### src/rtl/fifo_pkg.sv
// Shared Gray/binary helpers for the async FIFO read and write pointer blocks.
`default_nettype none

package fifo_pkg;

  localparam int ADDRSIZE_DEFAULT = 8;

  // Width-generic by operating on 32 bits; callers size-cast the result.
  function automatic logic [31:0] bin2gray(input logic [31:0] b);
    return b ^ (b >> 1);
  endfunction

  function automatic logic [31:0] gray2bin(input logic [31:0] g);
    logic [31:0] b;
    b = '0;
    for (int i = 0; i < 32; i++) begin
      b[i] = ^(g >> i);
    end
    return b;
  endfunction

endpackage

`default_nettype wire

### src/rtl/fifo_sync_w2r.sv
// Multi-flop synchroniser carrying the Gray write pointer into the read clock domain.
`default_nettype none

module fifo_sync_w2r #(
  parameter int W           = 9,
  parameter int SYNC_STAGES = 2
) (
  input  logic         rclk,
  input  logic         rrst,
  input  logic [W-1:0] wptr_i,
  output logic [W-1:0] rq_wptr_o
);

  logic [W-1:0] sync_q [SYNC_STAGES];

  always_ff @(posedge rclk or posedge rrst) begin
    if (rrst) begin
      for (int i = 0; i < SYNC_STAGES; i++) begin
        sync_q[i] <= '0;
      end
    end else begin
      sync_q[0] <= wptr_i;
      for (int i = 1; i < SYNC_STAGES; i++) begin
        sync_q[i] <= sync_q[i-1];
      end
    end
  end

  assign rq_wptr_o = sync_q[SYNC_STAGES-1];

endmodule

`default_nettype wire

### src/rtl/fifo_rptr_empty.sv
// Async FIFO read-side control: read pointer, wptr synchroniser, empty/almost-empty/level flags.
`default_nettype none

module fifo_rptr_empty
  import fifo_pkg::*;
#(
  parameter int ADDRSIZE      = ADDRSIZE_DEFAULT,
  parameter int SYNC_STAGES   = 2,
  parameter int AEMPTY_THRESH = 4
) (
  input  logic                rclk,
  input  logic                rrst,
  input  logic                rinc,
  input  logic [ADDRSIZE:0]   wptr,
  output logic [ADDRSIZE-1:0] raddr,
  output logic [ADDRSIZE:0]   rptr,
  output logic                rempty,
  output logic                ralmost_empty,
  output logic [ADDRSIZE:0]   rlevel
);

  localparam int PW = ADDRSIZE + 1;
  localparam logic [PW-1:0] C_THRESH = PW'(AEMPTY_THRESH);

  logic [PW-1:0] rq_wptr;
  logic [PW-1:0] rbin_q, rbin_d;
  logic [PW-1:0] rptr_q, rptr_d;
  logic [PW-1:0] rlevel_q, rlevel_d;
  logic [PW-1:0] wbin;
  logic          rempty_q, rempty_d;
  logic          raempty_q, raempty_d;

  fifo_sync_w2r #(
    .W           (PW),
    .SYNC_STAGES (SYNC_STAGES)
  ) u_sync (
    .rclk      (rclk),
    .rrst      (rrst),
    .wptr_i    (wptr),
    .rq_wptr_o (rq_wptr)
  );

  always_comb begin
    rbin_d    = rbin_q + PW'(rinc & ~rempty_q);
    rptr_d    = PW'(bin2gray(32'(rbin_d)));
    wbin      = PW'(gray2bin(32'(rq_wptr)));
    // Level uses the stale synchronised wptr, so it can only understate.
    rlevel_d  = wbin - rbin_d;
    rempty_d  = (rptr_d == rq_wptr);
    raempty_d = (rlevel_d <= C_THRESH);
  end

  always_ff @(posedge rclk or posedge rrst) begin
    if (rrst) begin
      rbin_q    <= '0;
      rptr_q    <= '0;
      rlevel_q  <= '0;
      rempty_q  <= 1'b1;
      raempty_q <= 1'b1;
    end else begin
      rbin_q    <= rbin_d;
      rptr_q    <= rptr_d;
      rlevel_q  <= rlevel_d;
      rempty_q  <= rempty_d;
      raempty_q <= raempty_d;
    end
  end

  assign raddr         = rbin_q[ADDRSIZE-1:0];
  assign rptr          = rptr_q;
  assign rempty        = rempty_q;
  assign ralmost_empty = raempty_q;
  assign rlevel        = rlevel_q;

endmodule

`default_nettype wire

### config.mk
export PLATFORM = sky130hd
export DESIGN_NAME = fifo_rptr_empty
export DESIGN_NICKNAME = d
export VERILOG_FILES = /design/src/rtl/fifo_pkg.sv /design/src/rtl/fifo_sync_w2r.sv /design/src/rtl/fifo_rptr_empty.sv
export SDC_FILE = /design/constraint.sdc
export NUM_CORES = 1
export LEC_CHECK = 0
export BUFFER_PORTS_ARGS = -buffer_cell sky130_fd_sc_hd__buf_4
export CAP_MARGIN = 20
export CORE_UTILIZATION = 58
export DETAILED_ROUTE_END_ITERATION = 16
export PLACE_DENSITY = 0.87
export SETUP_SLACK_MARGIN = 0.3
export SYNTH_ARGS = -nofsm -noshare
export SYNTH_HDL_FRONTEND = slang
export SYNTH_SLANG_ARGS = --single-unit
### constraint.sdc
create_clock -name rclk -period 9.2 [get_ports rclk]
set_input_delay 0.92 -clock rclk [delete_from_list [all_inputs] [get_ports rclk]]
set_output_delay 0.92 -clock rclk [all_outputs]
set_load 0.02 [all_outputs]
==> results.md <==
- Max-Cap Viols: 0
- Pin count of the biggest net entering global routing: 47
- RSZ-0062 raised after global routing: no
- RePlAce Congestion: 0.907
- Syn_nets: 187
- Final min period: 4.01 ns
- Worst-Margin Slew: 0.558 ns
- P_int: 0.522 mW
- CP max-delay cell: a2111oi_0
- DP HPWL: 2730 µm
- Area grow syn2layout: 19.5%
- Initial Util: 0.616
- Antenna diode count: 0
- Main synth FF type: dfrtp_1
- Filler cells: 254
- Synthesized flop and latch total: 46
- Final Non-Filler Cells: 258
- CTS tree: done
- Yosys top cell by area: dfrtp_1
- Wire per inst: 13.6 µm
- Sw frac: 0.427
- Status: complete, no violations
- Critical path data arrival time: 4.29 ns
- Synth Area per Inst: 12.7 µm²
- Hold Buf Count CTS: 0
- Share of the synthesized area in the top cell type: 0.523
- Die W: 62.2 µm
- Worst-path cell chain: xor3_2 -> xnor3_2 -> xor2_1 -> xnor2_1 -> inv_1 -> ha_1 -> nor2b_1 -> o21ai_0 -> a2111oi_0 -> nor3_1 -> xnor2_1 -> a2111o_1 -> nor4_2
- Hold WS: 0.364 ns
- Layout cells sized above 1: 0.269
- Asr flop ratio synth: 1.00
- Clk buf depth: 2
- Final hold violation count: 0
- Placement Cell Area: 0.00246 mm²
- Ports: 40
- Vias: 1,336
- Clock sinks: 46
- Clock skew: 0.0161 ns
- Critical Path End Type: register
- Dpl cells: 250
- Psw: 0.388 mW
- Cell Pwr Density: 362 mW/mm²
- Nets: 233
- Setup CP Type: register to register
- Clock latency on the worst-skew pair: 0.36 ns
- Leakage: 1.20 nW
- 1st-iter DRT viols: 37
- Cell area after layout: 0.00251 mm²
- HP Class: register to register
- Worst Path Max Fanout: 5
- Delay of the slowest critical-path stage: 0.57 ns
- Max Freq: 249 MHz
- Vias/cell: 5.18
- Drc violations: 0
- Total Negative Setup Slacks: 0 ns
- CP dominant cell by count: xnor2_1
- Seq pwr share: 0.321
- Final setup viols: 0
- Synth cell types: 38
- Root Buffer: clkbuf_4
- Max-slew violation count: 0
- Die area: 0.00387 mm²
- Placeable Area: 0.00342 mm²
- EDFF count, synth: 0
- First-pass GRT wire length: 6040 µm
- Gr usage total: 0.210
- Max rail drop VDD: 195 µV
- Crit share post-route: 0.436
- Post-CTS resize count: 0
- Seq/Total Area, Yosys: 0.548
- Vias in the first global route: 1,427
- Setup crit start kind: register
- Relative slew slack: 0.619
- Synthesized area: 0.00210 mm²
- Synth warn: 0
- Antenna-violating nets left: 0
- Number of buffers added on ports: 39
- Post-CTS Setup Bufs: 0
- First drt pass iteration count: 4
- Die height: 62.2 µm
- CTS HTree Levels: 2
- # rows: 21
- Top post-synthesis cells by area: dfrtp_1 (52%), xnor2_1 (10%), xor2_1 (6.2%), ha_1 (5.4%), dfstp_2 (2.5%)
- Comb power frac: 0.578
- Clk network pwr share: 0.100
- Req. time, crit path: 9.48 ns
- Total congestion overflow: 0
- Synth Instances: 165
- Total routed wirelength: 3520 µm
- Reg clk slew, reported paths: 0.13 ns
- Total CTS buffers: 5
- Initial antenna violation count: 0
-- synth_stat cells (2+ instances only) --
master and count:
a21o_1 2, a21oi_1 4, a31oi_1 3, dfrtp_1 44, dfstp_2 2, ha_1 9, inv_1 12, nand2_1 6
nand3_1 6, nor2_1 6, nor2b_1 2, o21a_1 2, o21ai_0 2, or3_1 2, xnor2_1 24, xnor2_2 3
xor2_1 15
-- power by group through the flow --
stage | clock network [mW] | registers, mW | logic (mW)
final | 0.0914 | 0.292 | 0.526
after global routing | 0.105 | 0.298 | 0.578
after CTS | 0.0948 | 0.293 | 0.531
after detailed placement | 0 | 0.297 | 0.527
after global placement | 0 | 0.296 | 0.511
after floorplan | 0 | 0.356 | 0.317
-- critical path: cells and delay by family, from the launching register on --
kind            cells  cell delay (ns)
buf+inv             1             0.09
simple gates        3             0.45
flops               1             0.42
fa+ha+maj           1             0.27
xor+xnor            5             1.67
compound gates      3             1.02
-- through the flow --
step / util / setup WS (ns) / total power, mW
final: 0.736 / 5.19 / 0.910
after CTS: 0.736 / 5.15 / 0.919
after detailed placement: 0.719 / 5.22 / 0.824
after global placement: 0.719 / 5.37 / 0.807
after floorplan: - / 5.54 / 0.673
after global routing: 0.736 / 4.74 / 0.981
-- worst paths after layout --
check                                    start                   to  slack (ns)  cells past startpoint
setup / recovery           u_sync.rq_wptr_o[6]        ralmost_empty        5.19                     13
min in group asynchronous                 rrst  u_sync.rq_wptr_o[5]        0.67                      3
setup reg to reg           u_sync.rq_wptr_o[6]        ralmost_empty        5.19                     13
hold / removal               u_sync.sync_q[10]  u_sync.rq_wptr_o[1]        0.36                      0
max in group asynchronous                 rrst        ralmost_empty        8.14                      3
hold reg to reg              u_sync.sync_q[10]  u_sync.rq_wptr_o[1]        0.36                      0
-- registers in the layout, indices dropped and copies added, names as in the netlist --
name,flops
u_sync.rq_wptr_o,9
u_sync.sync_q,9
rbin_q,9
rempty,1
rptr,8
ralmost_empty,1
rlevel,9
-- routing by layer --
layer / vias up / wire [µm] / track usage
met5: - / 0 / 0
met2: 37 / 1780 / 0.365
met1: 647 / 1480 / 0.233
met3: 12 / 135 / 0.0423
met4: 0 / 119 / 0.137
li1: 640 / - / -
-- layout by cell type (no fill, tap or decap), types with 3 or more instances in the layout --
| master | n |
|---|---|
| nand2_1 | 6 |
| dfrtp_1 | 44 |
| nor2_1 | 6 |
| clkbuf_4 | 5 |
| inv_1 | 11 |
| xor2_1 | 15 |
| xnor2_1 | 24 |
| nand3_1 | 6 |
| buf_4 | 40 |
| a21oi_1 | 4 |
| ha_1 | 9 |
| a31oi_1 | 3 |
| xnor2_2 | 3 |
-- kinds of logic after synthesis --
family                     synth area share
DFF                                   0.548
AOI/OAI and AO/OA                    0.0756
buffers and inverters                0.0250
xor gates and xnor gates              0.220
adders and majority gates            0.0631
and+or+nand+nor                      0.0684
-- area by class of cell --
type | instances | area, µm² | area share
sequential | 46 | 1150 | 0.459
multi-input combinational | 105 | 897 | 0.357
clock buffer | 6 | 41.3 | 0.0164
clock inverter | 2 | 15.0 | 0.00597
inverter | 13 | 48.8 | 0.0194
timing repair buffer | 40 | 300 | 0.119
tap | 46 | 57.6 | 0.0229
Note: power is estimated with default switching activity, not from simulation.
